$ cat config.mk
export PLATFORM = sky130hd
export DESIGN_NAME = fp_div_8bit_seq
export DESIGN_NICKNAME = d
export VERILOG_FILES = /design/src/rtl/fp8_pkg.sv /design/src/rtl/fp8_div_core.sv /design/src/rtl/fp_div_8bit_seq.sv
export SDC_FILE = /design/constraint.sdc
export NUM_CORES = 1
export LEC_CHECK = 0
export BUFFER_PORTS_ARGS = -buffer_cell sky130_fd_sc_hd__buf_4
export CAP_MARGIN = 20
export CORE_MARGIN = 5
export CORE_UTILIZATION = 55
export DETAILED_ROUTE_END_ITERATION = 10
export HOLD_SLACK_MARGIN = 0.02
export PLACE_DENSITY_LB_ADDON = 0.15
export SYNTH_ARGS = -nofsm -noshare
export SYNTH_HDL_FRONTEND = slang
export SYNTH_SLANG_ARGS = --single-unit
$ cat constraint.sdc
create_clock -name clk -period 5.35 [get_ports clk]
set_input_delay 0.2675 -clock clk [delete_from_list [all_inputs] [get_ports clk]]
set_output_delay 0.2675 -clock clk [all_outputs]
set_load 0.1 [all_outputs]
$ cat src/rtl/fp8_pkg.sv
// rtl/fp8_pkg.sv - shared fp8 format constants and divider state encoding
package fp8_pkg;

   localparam int EXP_BIAS_DEFAULT = 3;
   localparam int SIGN_W  = 1;
   localparam int EXP_W   = 3;
   localparam int MANT_W  = 4;
   localparam int FRACT_W = 5;
   localparam int Q_W     = 10;
   localparam int FP8_W   = SIGN_W + EXP_W + MANT_W;

   localparam logic [FP8_W-1:0] FP8_ZERO   = 8'h00;
   localparam logic [FP8_W-2:0] FP8_MAXMAG = 7'h7F;

   typedef enum logic [1:0] {
      IDLE = 2'd0,
      DIV  = 2'd1,
      NORM = 2'd2,
      DONE = 2'd3
   } state_t;

endpackage

$ cat src/rtl/fp8_div_core.sv
// rtl/fp8_div_core.sv - restoring divider, one quotient bit per step
module fp8_div_core
   import fp8_pkg::*;
(
   input  logic               clk,
   input  logic               rst_n,
   input  logic               start,
   input  logic               step,
   input  logic [Q_W-1:0]     dividend,
   input  logic [FRACT_W-1:0] divisor,
   output logic [Q_W-1:0]     quotient,
   output logic               done
);

   logic [FRACT_W-1:0] rem;
   logic [FRACT_W-1:0] dvsr;
   logic [3:0]         cnt;
   logic [FRACT_W:0]   trial;
   logic               fits;

   // The quotient register doubles as the dividend shifter: its MSB feeds the remainder.
   assign trial = {rem, quotient[Q_W-1]};
   assign fits  = (trial >= {1'b0, dvsr});
   assign done  = step && (cnt == 4'(Q_W - 1));

   always_ff @(posedge clk or negedge rst_n) begin
      if (!rst_n) begin
         rem      <= '0;
         dvsr     <= '0;
         quotient <= '0;
         cnt      <= '0;
      end else if (start) begin
         rem      <= '0;
         dvsr     <= divisor;
         quotient <= dividend;
         cnt      <= '0;
      end else if (step) begin
         rem      <= fits ? FRACT_W'(trial - {1'b0, dvsr}) : trial[FRACT_W-1:0];
         quotient <= {quotient[Q_W-2:0], fits};
         cnt      <= cnt + 4'd1;
      end
   end

endmodule

$ cat src/rtl/fp_div_8bit_seq.sv
// rtl/fp_div_8bit_seq.sv - sequential fp8 divider with valid/ready handshakes
module fp_div_8bit_seq
   import fp8_pkg::*;
#(
   parameter int EXP_BIAS = EXP_BIAS_DEFAULT
)
(
   input  logic             clk,
   input  logic             rst_n,
   input  logic             in_valid,
   output logic             in_ready,
   input  logic [FP8_W-1:0] flp_a,
   input  logic [FP8_W-1:0] flp_b,
   output logic             out_valid,
   input  logic             out_ready,
   output logic [FP8_W-1:0] result,
   output logic             ovf,
   output logic             unf,
   output logic             dbz
);

   state_t             state;
   logic               sign_r;
   logic [EXP_W-1:0]   exp_a_r;
   logic [EXP_W-1:0]   exp_b_r;
   logic [EXP_W-1:0]   exp_a;
   logic [EXP_W-1:0]   exp_b;
   logic [FRACT_W-1:0] fract_a;
   logic [FRACT_W-1:0] fract_b;
   logic               sign;
   logic               a_zero;
   logic               b_zero;
   logic               start;
   logic               core_done;
   logic [Q_W-1:0]     quotient;
   logic [3:0]         lead;
   logic [Q_W-1:0]     q_norm;
   logic [MANT_W-1:0]  mant;
   logic signed [5:0]  e_res;

   assign exp_a   = flp_a[6:4];
   assign exp_b   = flp_b[6:4];
   assign fract_a = {exp_a != '0, flp_a[3:0]};
   assign fract_b = {exp_b != '0, flp_b[3:0]};
   assign sign    = flp_a[7] ^ flp_b[7];
   assign a_zero  = (flp_a[6:0] == 7'd0);
   assign b_zero  = (flp_b[6:0] == 7'd0);

   assign in_ready  = (state == IDLE);
   assign out_valid = (state == DONE);
   assign start     = in_ready && in_valid && !a_zero && !b_zero;

   fp8_div_core u_core (
      .clk      (clk),
      .rst_n    (rst_n),
      .start    (start),
      .step     (state == DIV),
      .dividend ({fract_a, 5'b0}),
      .divisor  (fract_b),
      .quotient (quotient),
      .done     (core_done)
   );

   always_comb begin
      lead = '0;
      for (int i = 0; i < Q_W; i++) begin
         if (quotient[i]) lead = 4'(i);
      end
   end

   // Left-justify Q so the mantissa always sits directly under bit Q_W-1.
   assign q_norm = quotient << (4'(Q_W - 1) - lead);
   assign mant   = MANT_W'(q_norm >> (Q_W - 1 - MANT_W));
   assign e_res  = 6'(exp_a_r) - 6'(exp_b_r) + 6'(EXP_BIAS) + 6'(lead) - 6'd5;

   always_ff @(posedge clk or negedge rst_n) begin
      if (!rst_n) begin
         state   <= IDLE;
         result  <= FP8_ZERO;
         ovf     <= 1'b0;
         unf     <= 1'b0;
         dbz     <= 1'b0;
         sign_r  <= 1'b0;
         exp_a_r <= '0;
         exp_b_r <= '0;
      end else begin
         case (state)
            IDLE: begin
               if (in_valid) begin
                  sign_r  <= sign;
                  exp_a_r <= exp_a;
                  exp_b_r <= exp_b;
                  if (b_zero) begin
                     result <= {sign, FP8_MAXMAG};
                     ovf    <= 1'b0;
                     unf    <= 1'b0;
                     dbz    <= 1'b1;
                     state  <= DONE;
                  end else if (a_zero) begin
                     result <= FP8_ZERO;
                     ovf    <= 1'b0;
                     unf    <= 1'b0;
                     dbz    <= 1'b0;
                     state  <= DONE;
                  end else begin
                     state  <= DIV;
                  end
               end
            end
            DIV: begin
               if (core_done) state <= NORM;
            end
            NORM: begin
               dbz <= 1'b0;
               if (e_res > 6'sd7) begin
                  result <= {sign_r, FP8_MAXMAG};
                  ovf    <= 1'b1;
                  unf    <= 1'b0;
               end else if (e_res < 6'sd1) begin
                  result <= FP8_ZERO;
                  ovf    <= 1'b0;
                  unf    <= 1'b1;
               end else begin
                  result <= {sign_r, e_res[2:0], mant};
                  ovf    <= 1'b0;
                  unf    <= 1'b0;
               end
               state <= DONE;
            end
            DONE: begin
               if (out_ready) state <= IDLE;
            end
            default: state <= IDLE;
         endcase
      end
   end

endmodule

# Word-level counts from Yosys, hierarchy flattened
# Cells that the tools add are included.
totals:
  reg_bits: 44
  word_cells: 87
  output_inout_bits: 13
  inputBits: 20
op_classes:
  bitwise_logic: 1
  order_cmp: 3
  shift: 1
  muxes: 39
  addsub: 7
  n_reduce_logical: 16
  eq_ne: 8
op_table:
  columns: ["cell", "count"]
  rows:
  - ["8-bit two-way mux", 5]
  - ["4-bit two-way mux", 8]
  - ["10-bit two-way mux", 2]
  - ["8-bit case mux with 2 select lines", 1]
  - ["5-bit two-way mux", 3]
  - ["7-bit zero test", 2]
  - ["2-bit two-way mux", 7]
  - ["10-bit by 4-bit left shift with 9-bit output", 1]
  - ["1-bit two-way mux", 9]
  - ["2-bit case mux with 4 select lines", 1]
  - ["5-bit by 5-bit adder with 6-bit output", 1]
  - ["6-bit by 5-bit greater-or-equal comparator with 1-bit output", 1]
  - ["6-bit by 4-bit greater-than comparator with 1-bit output (second input constant)", 1]
  - ["6-bit by 2-bit < comparator with 1-bit output (second input constant)", 1]
  - ["1-bit case mux with 2 select lines", 3]
  - ["3-bit AND reduction", 2]
  - ["3-bit nonzero test", 2]
  - ["6-bit by 3-bit subtractor with 6-bit output (second input constant)", 1]
  - ["4-bit by 3-bit adder with 5-bit output (second input constant)", 1]
  - ["5-bit subtractor", 1]
  - ["4-bit by 1-bit adder with 4-bit output (second input constant)", 1]
  - ["2-bit equality test (second input constant)", 2]
  - ["4-bit equality test (second input constant)", 1]
  - ["1-bit logical AND", 4]
  - ["11 further kinds", 14]

# Logic depth before layout (Yosys ltp)
# Gate-level depths: netlist of the first run.
depth:
  depth_word: 15
  depth_mapped: 15
  depth_no_buf: 15

# Cells and area by module
# Synthesis of the first run repeated with hierarchy kept, for this count alone.
hier_totals:
  cells_unflattened: 329
  area_unflattened_um2: 3056.7
modules_own_cells:
  columns: ["mod", "area_each_um2", "instances", "seq_area_each_um2", "cells_each"]
  rows:
  - ["fp_div_8bit_seq", 1712.9, 1, 500.5, 197]
  - ["fp8_div_core", 1343.8, 1, 600.6, 132]

# Worst setup path after synthesis of the first run
# Ideal clock, no wire load.
synth_timing:
  path_type: "reg2reg"
  start: "register u_core.quotient[9]"
  end: "register result[7]"
  slack_ns: 1.943
  arrival_time_ns: 3.280
  setup_time_ns: 0.127
  synth_period_minus_slack_ns: 3.407
  path_stages_with_launch: 15
  cell_sequence: "dfrtp_1 clkbuf_8 nor2_1 inv_1 nor2_4 inv_1 ha_1 inv_1 ha_1 fa_1 nor4_1 o31ai_1 a221oi_2 nor2_1 a221o_1"
synth_via:
  elab_chain_len: 7
  word_cells_on_any_way: 8
  cone_classes: "add/sub (2); order compare (2); mux (4)"
synth_lines:
  columns: ["item", "line_no", "rtl"]
  rows:
  - ["from (decl)", "fp8_div_core.sv:11", "output logic [Q_W-1:0] quotient,"]
  - ["from (signal assigned)", "fp8_div_core.sv:35", "quotient <= dividend;"]
  - ["from (signal assigned)", "fp8_div_core.sv:39", "quotient <= {quotient[Q_W-2:0], fits};"]
  - ["4-bit two-way mux *", "fp_div_8bit_seq.sv:67", "if (quotient[i]) lead = 4'(i);"]
  - ["5-bit by 5-bit adder with 6-bit output *", "fp_div_8bit_seq.sv:74", "assign e_res = 6'(exp_a_r) - 6'(exp_b_r) + 6'(EXP_BIAS) + 6'(lead) - 6'd5;"]
  - ["6-bit by 3-bit subtractor with 6-bit output *", "fp_div_8bit_seq.sv:74", null]
  - ["6-bit by 2-bit < comparator with 1-bit output", "fp_div_8bit_seq.sv:119", "end else if (e_res < 6'sd1) begin"]
  - ["8-bit two-way mux", "fp_div_8bit_seq.sv:119", null]
  - ["8-bit two-way mux *", "fp_div_8bit_seq.sv:115", "if (e_res > 6'sd7) begin"]
  - ["8-bit case mux with 2 select lines *", "fp_div_8bit_seq.sv:87", "case (state)"]
  - ["to (signal assigned)", "fp_div_8bit_seq.sv:94", "result <= {sign, FP8_MAXMAG};"]
  - ["to (signal assigned)", "fp_div_8bit_seq.sv:116", "result <= {sign_r, FP8_MAXMAG};"]
  - ["to (signal assigned)", "fp_div_8bit_seq.sv:124", "result <= {sign_r, e_res[2:0], mant};"]
  - ["to (decl)", "fp_div_8bit_seq.sv:16", "output logic [FP8_W-1:0] result,"]
# Every way passes the cells marked *; elsewhere a longest branch is shown, timed or not.
# A chain may end at the register's enable or synchronous reset.

# Worst setup path in the final report of the first run
layout_timing:
  start: "register u_core.quotient[9]"
  end: "register result[0]"
layout_via:
  elab_chain_len: 7
  word_cells_on_any_way: 10
  cone_classes: "add/sub (3); order compare (2); shift (1); mux (4)"
layout_lines:
  columns: ["item", "line_no"]
  rows:
  - ["4-bit two-way mux", "fp_div_8bit_seq.sv:67"]
  - ["5-bit by 5-bit adder with 6-bit output", "fp_div_8bit_seq.sv:74"]
  - ["6-bit by 3-bit subtractor with 6-bit output", "fp_div_8bit_seq.sv:74"]
  - ["6-bit by 2-bit < comparator with 1-bit output", "fp_div_8bit_seq.sv:119"]
  - ["8-bit two-way mux", "fp_div_8bit_seq.sv:119"]
  - ["8-bit two-way mux *", "fp_div_8bit_seq.sv:115"]
  - ["8-bit case mux with 2 select lines *", "fp_div_8bit_seq.sv:87"]
# Marks and branches as above.

==> metrics.yaml, run 1 <==
die_y_um: 86.03
grt_pass1_wl_um: 11540
nets: 407
arrival_ps: 3920
grt.overflow.total: 0
cp-start-kind: "flip-flop"
vias: 2490
yosys.cell_types.count: 65
fmax_mhz: 267.7
yosysTopAreaCell: "dfrtp_1"
outcome: "completed"
pin_count: 33
ys_ff_latch: 44
dieWidth_um: 86.03
synthCells: 338
root_buffer: "clkbuf_8"
fin_skew_ps: 9.882
clkTransAtPathRegs_ps: 90
htree_levels: 2
cts_buffer_depth: 2
antenna_left: 0
clock-sinks: 44
design.die.area_um2: 7401
grt.busiest_layer: "met2"
syn-cell-area_um2: 3179
reg2reg_slack_ps: 1610
cp_data_required_time_ps: 5530
wl_um: 6630
drt_iter0_drc: 187
synth_top_area_share_pct: 34.63
crit_path_max_fanout: 10
rows: 27
syn_avg_cell_area_um2: 9.406
drive_gt1_share_pct: 19.06
synth_top_family_by_area: "compound AO/OA/AOI/OAI gates"
report.final.setup_viol: 0
synthesis.nets: 384
routedWlPerCell_um: 15.28
drt_first_pass_iters: 4
cap_violations: 0
yosys_warnings: 0
grt_util_met1_pct: 27.09
seq_area_frac_synth_pct: 34.63
hold_class: "input port to flip-flop"
dpl.hpwl_um: 5078
synth_flop_cell: "dfrtp_1"
drv_slew: 0
grt_max_degree: 45
cts_inserted_buffers: 5
layout_common_cells: "dfrtp_1, inv_1, buf_4, a21oi_1, nor2_1"
synthAdderAreaFrac_pct: 11.18
async_flop_share_pct: 100.0
min_period_ps: 3736
met3_usage_pct: 3.746
rsz0062_at_grt: "no"
synth_xor_area_share_pct: 3.030
cts_tree: "built"
timing.slew.headroom_pct: 24.90
gp_congestion: 0.9516
endpoint_kind: "flip-flop"
fin_crit_sh_pct: 69.83
antenna_found_initial: 0
tightest_slew_ps: 1127
clk_latency_ps: 290
globalRouteMet2Util_pct: 29.92
drcViolationCount: 0
synth-edff-count: 0
hold_ws_ps: 183.1
grtUsageTotal_pct: 19.11
start_util_pct: 57.04
grt_pass1_vias: 2406
io_buffers: 32
synthTopCellsByArea: "dfrtp_1, ha_1, a21oi_1"
synth-simple-area-share_pct: 13.30
routed_via_density: 5.737
hold_viol: 0
final_common_cell: "dfrtp_1"
post_cts_buffers: 0
antenna_cells: 0
path_class: "flip-flop to flip-flop"
synthMuxAreaShare_pct: 7.044
core-area_um2: 5574
synth-compound-area-share_pct: 21.80
fin_setup_tns_ps: 0
synthToLayoutAreaGrowth_pct: 9.209
path summary, 6_finish.rpt:
kind	startpoint	endpoint	cells after the start
max	u_core.quotient[9]	result[0]	13
min	flp_a[3]	u_core.quotient[8]	3
max reg2reg	u_core.quotient[9]	result[0]	13
min reg2reg	dbz	dbz	1
max in group asynchronous	rst_n	u_core.quotient[2]	2
min in group asynchronous	rst_n	result[6]	2
cells in the mapped netlist (5+ instances only):
| library cell | n |
|---|---|
| ha_1 | 22 |
| a21oi_1 | 29 |
| inv_1 | 35 |
| nor2_1 | 29 |
| clkbuf_1 | 9 |
| nand2_1 | 18 |
| mux2_2 | 9 |
| o21ai_0 | 20 |
| xnor2_1 | 7 |
| a211oi_1 | 5 |
| nor2b_1 | 5 |
| dfrtp_1 | 44 |
| mux2i_1 | 10 |
logic make-up after synthesis:
logic type | count (synthesis)
compound gates | 101
xor+xnor | 11
fa+ha+maj | 26
buf+inv | 53
flops | 44
mux | 20
simple gates | 83
stage by stage:
| stage | setup slack, ps | util [%] | std cells | area [µm²] |
|---|---|---|---|---|
| 3_5_place_dp | 1647 | 60.22 | 424 | 3357 |
| 4_1_cts | 1637 | 62.02 | 433 | 3457 |
| 6_report | 1614 | 62.29 | 434 | 3472 |
| 2_1_floorplan | 1943 | - | 338 | 3179 |
| 5_1_grt | 1332 | 62.29 | 434 | 3472 |
| 3_3_place_gp | 1726 | 60.22 | 424 | 3357 |
metal layers:
metal	wire length (µm)	share of wire [%]
met5	0	0
met4	65	0.98
met3	328	4.9
met2	3074	46
met1	3162	48
timing repair:
action | in CTS | in global routing
endpoints found under the hold margin | 44 | 0
hold buffers | 1 | 0
gates resized for setup | 0 | 0
flip-flops by register name (all words and copies together), names as in the netlist, 2 cells and up:
name,count
u_core.dvsr,5
result,8
state,2
u_core.cnt,4
exp_b_r,3
exp_a_r,3
u_core.quotient,10
u_core.rem,5
layout make-up:
cell class,count,area (µm²)
multi-input combinational,241,1794
fill,484,2102
timing repair buffer,34,265.3
inverter,35,131.4
clock buffer,8,90.09
sequential,44,1101
tap,72,90.09
worst max-delay path: stages, from the launching register on:
cell      delay [ps]
dfrtp_1          490
nor2_1           330
inv_1            180
nor2_4           170
inv_1            130
ha_1             290
inv_1             40
ha_1             220
fa_1             480
nor4_1           310
o31ai_1          120
a221oi_2         420
nor3_2           110
a221o_1          340
Power of run 1 is left out: the tool's default activity adds up to more than one toggle a clock period on the data nets, which glitch-free logic cannot reach.
==> inputs of run 2 (changes only) <==
--- a/config.mk
+++ b/config.mk
@@ -8,7 +8,7 @@
 export BUFFER_PORTS_ARGS = -buffer_cell sky130_fd_sc_hd__buf_4
 export CAP_MARGIN = 20
 export CORE_MARGIN = 5
-export CORE_UTILIZATION = 55
+export CORE_UTILIZATION = 54
 export DETAILED_ROUTE_END_ITERATION = 10
 export HOLD_SLACK_MARGIN = 0.02
 export PLACE_DENSITY_LB_ADDON = 0.15
==> constraint.sdc (replaced) <==
create_clock -name clk -period 3.31 [get_ports clk]
set_input_delay 0.1655 -clock clk [delete_from_list [all_inputs] [get_ports clk]]
set_output_delay 0.1655 -clock clk [all_outputs]
set_load 0.1 [all_outputs]
==> metrics.yaml, run 2 (synthesized netlist as in run 1, its figures left out) <==
outcome: "finished, violations left"
failed_checks: "setup timing"
report.final.setup_viol: 4
wl_um: 7065
path_class: "flip-flop to flip-flop"
root_buffer: "clkbuf_8"
timing.slew.headroom_pct: 31.69
dieWidth_um: 86.73
clk_latency_ps: 310
drv_slew: 0
rows: 28
grt.overflow.total: 0
crit_path_max_fanout: 3
drt_first_pass_iters: 4
antenna_found_initial: 0
route.met3.wl_um: 325
grt_pass1_wl_um: 11960
cp-start-kind: "flip-flop"
endpoint_kind: "flip-flop"
cts_inserted_buffers: 5
cp_cell_sequence: "inv_1, ha_2, inv_2, fa_1, inv_1, ha_1, inv_1, ha_2, fa_2, nor4_4, o31ai_2, a221oi_2, nor3_2, a221o_1"
gp_congestion: 0.9480
htree_levels: 2
cp_data_required_time_ps: 3510
rsz0062_at_grt: "yes"
cap_violations: 0
antenna_left: 0
clock-sinks: 44
layout_common_cells: "buf_4, dfrtp_1, inv_1, a21oi_1, nor2_1"
cp_slowest_cell: "fa_2"
design.die.area_um2: 7522
wl_met2_um: 3331
routedWlPerCell_um: 15.33
dpl.hpwl_um: 5412
die_y_um: 86.73
largest_reg_flops: 10
met1_length_um: 3278
antenna_cells: 0
grtUsageTotal_pct: 20.16
final_common_cell: "buf_4"
min_period_ps: 3416
cp_num_buf_inv: 4
cts_buffer_depth: 2
fin_skew_ps: 12.18
fmax_mhz: 292.7
drive_gt1_share_pct: 26.68
routed_via_density: 5.577
tightest_slew_ps: 1020
hold_class: "input port to flip-flop"
core-area_um2: 5816
largest_registers: "u_core.quotient: 10 flops, result: 8 flops"
drt_iter0_drc: 164
start_util_pct: 54.67
regMostFlops: "u_core.quotient"
slowest_delay_ps: 480
pin_count: 33
grt_max_degree: 45
drcViolationCount: 0
vias: 2571
arrival_ps: 3620
nets: 432
clkTransAtPathRegs_ps: 90
grt_pass1_vias: 2498
io_buffers: 32
path_common_cell: "inv_1"
synthToLayoutAreaGrowth_pct: 15.82
timing.final.ws_setup_ps: -106.3
cts_tree: "built"
path_delay_family: "adder cells"
fin_setup_tns_ps: -339.4
hold_viol: 0
fin_crit_sh_pct: 103.2
dr.max_layer_used: "met4"
-- run 2: worst paths after layout --
| kind | startpoint | endpoint | slack [ps] | cells after the start |
|---|---|---|---|---|
| setup / recovery | exp_a_r[0] | result[0] | -110 | 14 |
| hold / removal | flp_b[3] | u_core.dvsr[3] | 70 | 3 |
| setup reg to reg | exp_a_r[0] | result[0] | -110 | 14 |
| hold reg to reg | sign_r | sign_r | 500 | 2 |
| max in group asynchronous | rst_n | u_core.cnt[3] | 2530 | 2 |
| min in group asynchronous | rst_n | u_core.cnt[2] | 410 | 2 |
-- run 2: layout make-up --
class                   instances  area, µm²
clock inverters                 2      12.51
well taps                      75      93.84
flip-flops and latches         44       1101
repair buffers                 59      445.4
fillers                       510       2133
inverters                      35      131.4
clock buffers                   5      68.82
multi-input cells             241       1829
-- run 2: repair_timing --
item | in CTS | in global routing
pin swaps | 7 | 6
hold buffers | 1 | 0
cloned | 0 | 0
hold endpoints to repair | 44 | 0
endpoints found under the setup margin | 4 | 6
buffers inserted | 1 | 1
resized for setup | 1 | 7
-- run 2: tightest hold or removal path, cell delays in order --
cell and delay (ps):
buf_4 80, nand2_1 40, o21ai_0 60
-- run 2: layer usage --
| metal | global-route usage (%) | vias to the layer above |
|---|---|---|
| li1 | - | 1292 |
| met1 | 28.51 | 1202 |
| met2 | 31.08 | 63 |
| met5 | 0 | - |
| met4 | 7.082 | 0 |
| met3 | 3.517 | 14 |
-- run 2: through the flow --
stage | setup WS (ps) | cells | area [µm²] | hold slack, ps | util (%)
2_1_floorplan | 10.18 | 338 | 3183 | -130.1 | -
3_3_place_gp | -50.08 | 451 | 3543 | 190.7 | 60.93
3_5_place_dp | -129.9 | 451 | 3543 | 201.1 | 60.93
4_1_cts | -61.55 | 460 | 3645 | 67.24 | 62.67
5_1_grt | -250.8 | 461 | 3682 | 82.54 | 63.32
6_report | -106.3 | 461 | 3682 | 74.09 | 63.32
Power of run 2 is left out for the same reason.
